==> src/rtl/mips_pkg.sv <==
// Shared types for the MIPS instruction-fetch front end.
package mips_pkg;

  typedef logic [31:0] instr_t;
  typedef logic [31:0] pc_t;

  // All-zero word is sll $0,$0,0 -- the canonical MIPS no-op.
  localparam instr_t MIPS_NOP = 32'h0000_0000;

  // One prefetched instruction together with the PC+4 that ID needs for
  // branch-target and link computation.
  typedef struct packed {
    instr_t instr;
    pc_t    pc4;
  } fetch_entry_t;

  // Sequential successor of a byte PC; wraps modulo 2^32.
  function automatic pc_t pc_next(input pc_t pc);
    return pc + 32'd4;
  endfunction

endpackage

==> src/rtl/fetch_fifo.sv <==
// Synchronous FIFO with push/pop/flush and occupancy count.
// Storage is not reset; only pointers and count are. Push into a full FIFO
// is accepted when a pop happens in the same cycle.
module fetch_fifo #(
  parameter int WIDTH = 32,
  parameter int DEPTH = 4,
  localparam int PW   = (DEPTH > 1) ? $clog2(DEPTH) : 1,
  localparam int CW   = $clog2(DEPTH) + 1
) (
  input  logic             clk,
  input  logic             rst_n,
  input  logic             flush,
  input  logic             push,
  input  logic [WIDTH-1:0] push_data,
  input  logic             pop,
  output logic [WIDTH-1:0] pop_data,
  output logic             full,
  output logic             empty,
  output logic [CW-1:0]    count
);

  logic [WIDTH-1:0] mem [DEPTH];
  logic [PW-1:0]    wr_ptr;
  logic [PW-1:0]    rd_ptr;
  logic             do_push;
  logic             do_pop;

  // Pointer advance that also works for non-power-of-two depths.
  function automatic logic [PW-1:0] ptr_inc(input logic [PW-1:0] ptr);
    if (ptr == PW'(DEPTH - 1)) return '0;
    return ptr + PW'(1);
  endfunction

  assign full     = (count == CW'(DEPTH));
  assign empty    = (count == '0);
  assign do_pop   = pop && !empty;
  assign do_push  = push && (!full || do_pop);
  assign pop_data = mem[rd_ptr];

  // Pointer and occupancy bookkeeping; flush empties the FIFO in one edge.
  always_ff @(posedge clk) begin
    if (!rst_n || flush) begin
      wr_ptr <= '0;
      rd_ptr <= '0;
      count  <= '0;
    end else begin
      if (do_push) wr_ptr <= ptr_inc(wr_ptr);
      if (do_pop)  rd_ptr <= ptr_inc(rd_ptr);
      case ({do_push, do_pop})
        2'b10:   count <= count + CW'(1);
        2'b01:   count <= count - CW'(1);
        default: count <= count;
      endcase
    end
  end

  // Data storage write; flushed pushes are dropped.
  always_ff @(posedge clk) begin
    if (do_push && !flush) mem[wr_ptr] <= push_data;
  end

endmodule

==> src/rtl/mips_fetch_unit.sv <==
// Instruction-fetch front end: owns the PC, issues pipelined word reads to
// instruction memory (req/gnt/rvalid), buffers returns in a prefetch queue
// and hands them to ID over valid/ready. A redirect flushes the queue and
// marks every in-flight request for discard.
module mips_fetch_unit
  import mips_pkg::*;
#(
  parameter int          QDEPTH    = 4,
  parameter int          MAX_OUTST = 2,
  parameter int          AW        = 30,
  parameter logic [31:0] RESET_PC  = 32'h0000_0000
) (
  input  logic          clk,
  input  logic          rst_n,
  output logic          imem_req_o,
  output logic [AW-1:0] imem_addr_o,
  input  logic          imem_gnt_i,
  input  logic          imem_rvalid_i,
  input  logic [31:0]   imem_rdata_i,
  input  logic          redirect_i,
  input  logic [31:0]   redirect_pc_i,
  input  logic          id_ready_i,
  output logic          if_valid_o,
  output logic [31:0]   if_instr_o,
  output logic [31:0]   if_pc4_o,
  output logic [31:0]   pc_o
);

  localparam int CW = $clog2(QDEPTH) + 1;
  localparam int TW = $clog2(MAX_OUTST) + 1;
  localparam int EW = $bits(fetch_entry_t);
  localparam logic [CW:0]   QDEPTH_L    = (CW+1)'(QDEPTH);
  localparam logic [CW-1:0] MAX_OUTST_L = CW'(MAX_OUTST);

  pc_t           pc;
  logic          running;
  logic [CW-1:0] outst;
  logic [CW-1:0] discard;

  logic          credit_ok;
  logic [CW:0]   in_use;
  logic          issue;
  logic          rv_keep;
  logic          rv_drop;
  logic          pop;

  logic [CW-1:0] q_count;
  logic          q_full;
  logic          q_empty;
  fetch_entry_t  q_push_entry;
  logic [EW-1:0] q_head_bits;
  fetch_entry_t  q_head;

  pc_t           tag_head;
  logic          tag_full;
  logic          tag_empty;
  logic [TW-1:0] tag_count;

  logic          unused_bits;

  // ---- Issue stage: credit check, request, PC advance ----
  // Queue slots already promised to in-flight requests count against the
  // queue, so a return always has room and the queue can never overflow.
  assign in_use      = {1'b0, q_count} + {1'b0, outst};
  assign credit_ok   = (outst < MAX_OUTST_L) && (in_use < QDEPTH_L);
  assign imem_req_o  = running && !redirect_i && credit_ok && !tag_full;
  assign imem_addr_o = pc[AW+1:2];
  assign issue       = imem_req_o && imem_gnt_i;
  assign pc_o        = pc;

  // Hold off the first request until the cycle after reset is released.
  always_ff @(posedge clk) begin
    if (!rst_n) running <= 1'b0;
    else        running <= 1'b1;
  end

  // Fetch PC: redirect target wins, otherwise step on every accepted request.
  always_ff @(posedge clk) begin
    if (!rst_n)          pc <= RESET_PC;
    else if (redirect_i) pc <= redirect_pc_i;
    else if (issue)      pc <= pc_next(pc);
  end

  // Outstanding-request counter: +1 per issue, -1 per return.
  always_ff @(posedge clk) begin
    if (!rst_n) begin
      outst <= '0;
    end else begin
      case ({issue, imem_rvalid_i})
        2'b10:   outst <= outst + CW'(1);
        2'b01:   outst <= outst - CW'(1);
        default: outst <= outst;
      endcase
    end
  end

  // ---- Return stage: discard stale returns, tag and enqueue fresh ones ----
  // Returns come back in issue order, so stale ones always sit ahead of
  // fresh ones: a single counter is enough to know how many to drop.
  assign rv_drop = imem_rvalid_i && (discard != '0);
  assign rv_keep = imem_rvalid_i && (discard == '0) && !redirect_i && !tag_empty;

  // Discard counter: on redirect every request still unreturned after this
  // cycle becomes stale (outst already includes previously stale ones).
  always_ff @(posedge clk) begin
    if (!rst_n)          discard <= '0;
    else if (redirect_i) discard <= outst - CW'(imem_rvalid_i);
    else if (rv_drop)    discard <= discard - CW'(1);
  end

  // Per-request PC tags, consumed in order as fresh data returns.
  fetch_fifo #(
    .WIDTH (32),
    .DEPTH (MAX_OUTST)
  ) u_tag_fifo (
    .clk       (clk),
    .rst_n     (rst_n),
    .flush     (redirect_i),
    .push      (issue),
    .push_data (pc),
    .pop       (rv_keep),
    .pop_data  (tag_head),
    .full      (tag_full),
    .empty     (tag_empty),
    .count     (tag_count)
  );

  assign q_push_entry = '{instr: imem_rdata_i, pc4: pc_next(tag_head)};

  // ---- Delivery stage: prefetch queue head presented to ID ----
  assign pop = if_valid_o && id_ready_i && !redirect_i;

  fetch_fifo #(
    .WIDTH (EW),
    .DEPTH (QDEPTH)
  ) u_prefetch_q (
    .clk       (clk),
    .rst_n     (rst_n),
    .flush     (redirect_i),
    .push      (rv_keep),
    .push_data (q_push_entry),
    .pop       (pop),
    .pop_data  (q_head_bits),
    .full      (q_full),
    .empty     (q_empty),
    .count     (q_count)
  );

  // Outputs are masked while empty so ID never sees unreset storage.
  assign q_head     = fetch_entry_t'(q_head_bits);
  assign if_valid_o = !q_empty;
  assign if_instr_o = q_empty ? MIPS_NOP : q_head.instr;
  assign if_pc4_o   = q_empty ? '0 : q_head.pc4;

  // Status bits not needed by the control logic above.
  assign unused_bits = ^{q_full, tag_count};

endmodule
==> config.mk <==
export PLATFORM = sky130hd
export DESIGN_NAME = mips_fetch_unit
export DESIGN_NICKNAME = d
export VERILOG_FILES = /design/src/rtl/mips_pkg.sv /design/src/rtl/fetch_fifo.sv /design/src/rtl/mips_fetch_unit.sv
export SDC_FILE = /design/constraint.sdc
export NUM_CORES = 1
export LEC_CHECK = 0
export ABC_CLOCK_PERIOD_IN_PS = 6400
export BUFFER_PORTS_ARGS = -buffer_cell sky130_fd_sc_hd__buf_2
export CAP_MARGIN = 5
export CORE_MARGIN = 10
export CORE_UTILIZATION = 40
export DETAILED_ROUTE_END_ITERATION = 16
export PLACE_DENSITY_LB_ADDON = 0.15
export SLEW_MARGIN = 20
export SYNTH_ARGS = -nofsm -noshare
export SYNTH_HDL_FRONTEND = slang
export SYNTH_SLANG_ARGS = --single-unit
export TNS_END_PERCENT = 10
==> constraint.sdc <==
create_clock -name clk -period 6.4 [get_ports clk]
set_clock_uncertainty 0.05 [all_clocks]
set_input_delay 0.96 -clock clk [delete_from_list [all_inputs] [get_ports clk]]
set_output_delay 0.96 -clock clk [all_outputs]
set_load 0.1 [all_outputs]
After elaboration in Yosys (flattened, before gate mapping) --
Memory sizes are Yosys's and may differ from the RTL's. A register that Yosys moved wholly into a read port is not among the register bits. Cells that the tools add are included.
Word-level totals: flip-flop bits (word level) 50, RAM bits 320, output and inout bits 128, memories 2
Memories:
- u_prefetch_q.mem | depth 4, bits a word 64, read ports 1, clocked after Yosys merged registers in 1, write ports 1, line fetch_fifo.sv:22 | logic [WIDTH-1:0] mem [DEPTH];
- u_tag_fifo.mem | depth 2, bits a word 32, read ports 1, clocked after Yosys merged registers in 1, write ports 1, line fetch_fifo.sv:22
Operators by class: $add $sub $neg 15, magnitude comparators 2, equality and inequality tests 10, muxes and demuxes 38, reduce and logical (&&, ||, !) cells 35
Operators by type and width (count):
- 32-bit 2-to-1 mux | 4
- 32-bit by 3-bit adder with 32-bit output, second input constant | 2
- 1-bit 2-to-1 mux | 23
- 1-bit logical AND | 17
- 2-bit equality test, second input constant | 6
- 2-bit 2-to-1 mux | 6
- 3-bit case mux with 2 select lines | 2
- 2-bit nonzero test | 5
- 3-bit by 1-bit subtractor with 3-bit output, second input constant | 3
- 2-bit by 1-bit adder with 2-bit output, second input constant | 3
- 3-bit by 1-bit adder with 3-bit output, second input constant | 2
- 2-bit by 1-bit equality test with 1-bit output, second input constant | 3
- 1-bit zero test | 6
- 3-bit zero test | 2
- 3-bit 2-to-1 mux | 2
- 3-bit by 3-bit adder with 4-bit output | 1
- 4-bit by 3-bit < comparator with 1-bit output, second input constant | 1
- 2-bit case mux with 2 select lines | 1
- 3-bit equality test, second input constant | 1
- 1-bit logical OR | 3
- 3-bit by 2-bit < comparator with 1-bit output, second input constant | 1
- 3-bit nonzero test | 1
- 3-bit by 1-bit subtractor with 3-bit output | 1
- 1-bit adder, second input constant | 2
- other kinds (2) | 2

Logic depth before layout (Yosys ltp) --
word-level depth 10, gate-level depth with buffers 12

By module --
From an unflattened synthesis, not the netlist that was laid out.
Unflattened totals: cell total of the unflattened synthesis 996, area total of the unflattened synthesis 15915.3 µm²
By module, submodules not included:
- fetch_fifo (u_prefetch_q) | instances 1, cells each 398, area each 9783.1 µm²
- mips_fetch_unit | instances 1, cells each 467, area each 3555.9 µm²
- fetch_fifo (u_tag_fifo) | instances 1, cells each 131, area each 2576.2 µm²

Worst setup path before layout --
OpenSTA, ideal clock, no wires.
path kind input to register, start point in redirect_i, end point mem u_tag_fifo.mem[0][0], enable pin, data arrival time 3.138 ns, data required time 5.929 ns, path slack 2.791 ns, stages on the path 7, path buffers 2, path through nor2_1 -> nand3_1 -> nor3_2 -> inv_2 -> buf_6 -> buf_2 -> nor2_1
Between the ends: longest elaborated chain between the ends 9, elaborated cells between the ends (all ways) 13
RTL lines:
- from (decl) | line mips_fetch_unit.sv:20 | input logic redirect_i,
- 1-bit zero test * | line fetch_fifo.sv:59, mips_fetch_unit.sv:66, mips_fetch_unit.sv:101
- 1-bit logical AND, on equally long branches (2 in series) | line mips_fetch_unit.sv:66, mips_fetch_unit.sv:101
- 1-bit logical AND, on equally long branches | line mips_fetch_unit.sv:66, fetch_fifo.sv:36
- 1-bit logical AND or 1-bit logical OR (tied branches) | line mips_fetch_unit.sv:68, fetch_fifo.sv:37
- 1-bit logical AND | line fetch_fifo.sv:37 | assign do_push = push && (!full || do_pop);
- 1-bit logical AND * | line fetch_fifo.sv:59 | if (do_push && !flush) mem[wr_ptr] <= push_data;
- 1-bit 2-to-1 mux * | line fetch_fifo.sv:59
- 1-bit 2-to-1 mux (not written as such) * | line fetch_fifo.sv:59
- to (decl) | line fetch_fifo.sv:22
Every way passes the cells marked *; elsewhere a longest branch is shown, timed or not.

==> reports/qor.yml <==
clock_tree:
  cts.reportedPaths.clkPinSlew_ps: 60
  worstSkewPairLatency_ps: 510
  clock-root-buffer: "clkbuf_16"
  cts_tree: "built"
  cts_inserted_buffers: 40
  holdBufCountCts: 0
  clock_sinks: 373
  post_cts_resized: 0
  post_cts_buffers: 0
  h-tree-depth: 2
  cts_buffer_depth: 3
global_routing:
  gr-usage-all-layers_pct: 14.27
  gr-total-overflow: 0
  antenna_found_initial: 0
  grt_pass1_vias: 9414
  grt_pass1_wl_um: 54630
  grt_max_degree: 68
power:
  p_sw_share_pct: 23.55
  ir_drop_mv: 0.1731
  power_frac_comb_pct: 7.4
  p_leak_nw: 6.426
  power_mw: 5.291
  p_sw_mw: 1.246
  power_frac_clock_pct: 41.4
  p_int_mw: 4.045
  pwr-share-seq_pct: 51.2
  power.density_mw_per_mm2: 285.6
worst_setup_path:
  cpLargestDelayFamily: "flip-flops"
  worst-path-buf-inv: 2
  arrival_ps: 3090
  r2r_slack_ps: 2880
  startpoint_type: "register"
  slowest_delay_ps: 920
  crit_fanout: 42
  endpoint_kind: "output port"
  crit_chain: "buf_4 > mux4_2 > and2_1 > buf_2"
  slowest_stage: "dfxtp_4"
  crit_type: "register to output port"
  cp.required_ps: 5390
timing:
  slew_headroom_pct: 40.51
  tns_ps: 0
  fin_crit_ps: 4097
  setup_violations: 0
  max_freq_ghz: 0.2441
  fin_crit_sh_pct: 64.02
  hold_violations: 0
  rsz0062_at_grt: "no"
  slew_violations: 0
  tightest_slew_ps: 890.5
routing:
  drtPass1Iterations: 6
  drc_errors: 0
  vias: 9027
  wl_per_cell_um: 19.65
  viasPerCell: 5.120
  antenna_violating_nets_post_route: 0
  drtIter0Drc: 455
  totalWireLength_um: 34640
placement:
  globalplace.congestion: 0.7781
  dp_hpwl_um: 22780
  numPortBuffers: 197
run_status:
  status: "complete, no violations"
final_layout:
  multiInputGateArea_sq_mm: 0.004762
  antenna_cells: 0
  nFillCells: 3466
  seqCellArea_sq_mm: 0.01068
  drive_gt1_share_pct: 29.24
  areaGrowthSynthToFinish_pct: 16.23
  fin_nets: 1297
hold_path:
  hp-class: "register to register"
  hold_path.startpoint: "pc_o[1]$_SDFFE_PN0P_"
die:
  io_pins: 198
  die-width_um: 219.6
  initial_core_util_pct: 40.30
  chipHeight_um: 219.6
  dieArea_sq_mm: 0.04823
  fp.coreArea_sq_mm: 0.03955
  num_rows: 73
logic_synthesis:
  synth_edf_count: 320
  synth-seq-area-share_pct: 66.94
  synthArstFlopShare_pct: 0
  ys_ff_latch: 373
  ys_warn_count: 0
  yosysTopAreaCell: "edfxtp_1"
  synthTopCellsByArea: "edfxtp_1 (60%), mux4_2 (9.0%), dfxtp_1 (6.7%), and2_1 (2.9%), mux2i_1 (1.8%)"
  synth_top_cell_area_share_pct: 60.29
  ys_types: 69
  syn_area_per_cell_sq_um: 15.43
  synth_flop_cell: "edfxtp_1"
  syn_inst: 1033
  syn_nets: 1120
  synthesis.area_sq_mm: 0.01594
run:
  maxCapViolations: 0
-- worst register-to-register path, cell delays in order, from the launching register on --
cell and delay, ps:
dfxtp_2 330, buf_4 540, mux2_2 290, ha_1 210, nand4_1 130, o2bb2ai_1 240, nor2b_1 720, nand2_1 160
or3_1 350, xor2_1 290
-- metal layers --
metal / wire, um / vias up / track usage (%) / share of wire, %
met5: 0 / - / 0 / 0
met4: 486 / 0 / 3.241 / 1.4
met3: 2025 / 39 / 3.277 / 5.8
met1: 16260 / 4469 / 19.78 / 47
met2: 15870 / 241 / 22.49 / 46
li1: - / 4278 / - / -
-- placed cells by master (no fill, tap or decap), types with 28 or more instances in the layout --
cell type,count
buf_2,197
a21oi_1,38
dfxtp_1,50
xor2_1,28
mux4_2,64
edfxtp_1,320
and2_1,70
clkbuf_16,41
nor2_1,57
mux2i_1,28
nand2_1,43
nand3_1,30
-- cells in the mapped netlist, types with 6 or more instances --
master / number
dfxtp_1: 53
or3_1: 9
a31oi_1: 12
nor2_1: 58
clkbuf_1: 27
xnor2_1: 23
nand4_1: 11
a21oi_1: 38
nand2_1: 43
o21ai_0: 23
buf_2: 14
mux4_2: 64
and2_1: 74
xor2_1: 28
nand3_1: 30
nor3_1: 6
buf_4: 31
ha_1: 15
a32oi_1: 10
mux2i_1: 28
inv_1: 23
mux2_2: 6
edfxtp_1: 320
-- power by group through the flow --
stage	logic (mW)	clock network [mW]	registers [mW]
2_1_floorplan	0.232	0	2.84
3_3_place_gp	0.391	0	2.76
3_5_place_dp	0.393	0	2.76
4_1_cts	0.394	2.26	2.71
5_1_grt	0.416	2.36	2.72
6_report	0.390	2.19	2.71
-- final cells by class --
type / instances / area share [%]
inverters: 25 / 0.5065
clock inverters: 24 / 1.087
flip-flops and latches: 373 / 57.63
well taps: 525 / 3.546
repair buffers: 211 / 5.889
multi-input cells: 559 / 25.70
clock buffers: 46 / 5.639
-- worst paths after layout --
kind / endpoint / cells after the start
worst min-delay path: u_tag_fifo.mem[1][1]$_DFFE_PP_ / 0
worst max-delay path: if_instr_o[0] / 4
worst min register to register: u_tag_fifo.mem[1][1]$_DFFE_PP_ / 0
worst max register to register: u_prefetch_q.mem[0][30]$_DFFE_PP_ / 9
-- metrics by stage --
stage / instance area (sq um) / setup WS [ps] / utilization (%) / hold slack, ps / instances
floorplan: 15940 / 2791 / - / 404.1 / 1033
detailed placement: 17280 / 2676 / 43.69 / 421.4 / 1693
CTS: 18530 / 2150 / 46.84 / 440.0 / 1763
global placement: 17280 / 2702 / 43.69 / 414.4 / 1693
global route: 18530 / 1988 / 46.84 / 460.6 / 1763
finish: 18530 / 2303 / 46.84 / 434.8 / 1763
-- registers in the layout, indices dropped and copies added (netlist names), named ones only --
signal / cells
u_tag_fifo.count: 2
discard: 3
u_prefetch_q.rd_ptr: 2
u_prefetch_q.count: 3
u_prefetch_q.mem: 256
pc_o: 32
u_tag_fifo.rd_ptr: 1
u_tag_fifo.mem: 64
outst: 3
u_tag_fifo.wr_ptr: 1
u_prefetch_q.wr_ptr: 2
running: 1
-- cell families (layout without fill, tap and decap cells) --
kind of cell	Yosys count	count (layout)	synth area share [%]
and+or+nand+nor	273	273	9.530
buffers and inverters	101	306	3.266
AOI/OAI and AO/OA	120	120	4.804
adders and majority gates	17	17	1.429
DFF	373	373	66.94
muxes	98	98	11.23
xor gates and xnor gates	51	51	2.802
No activity file was read; power rests on OpenSTA's default activity.
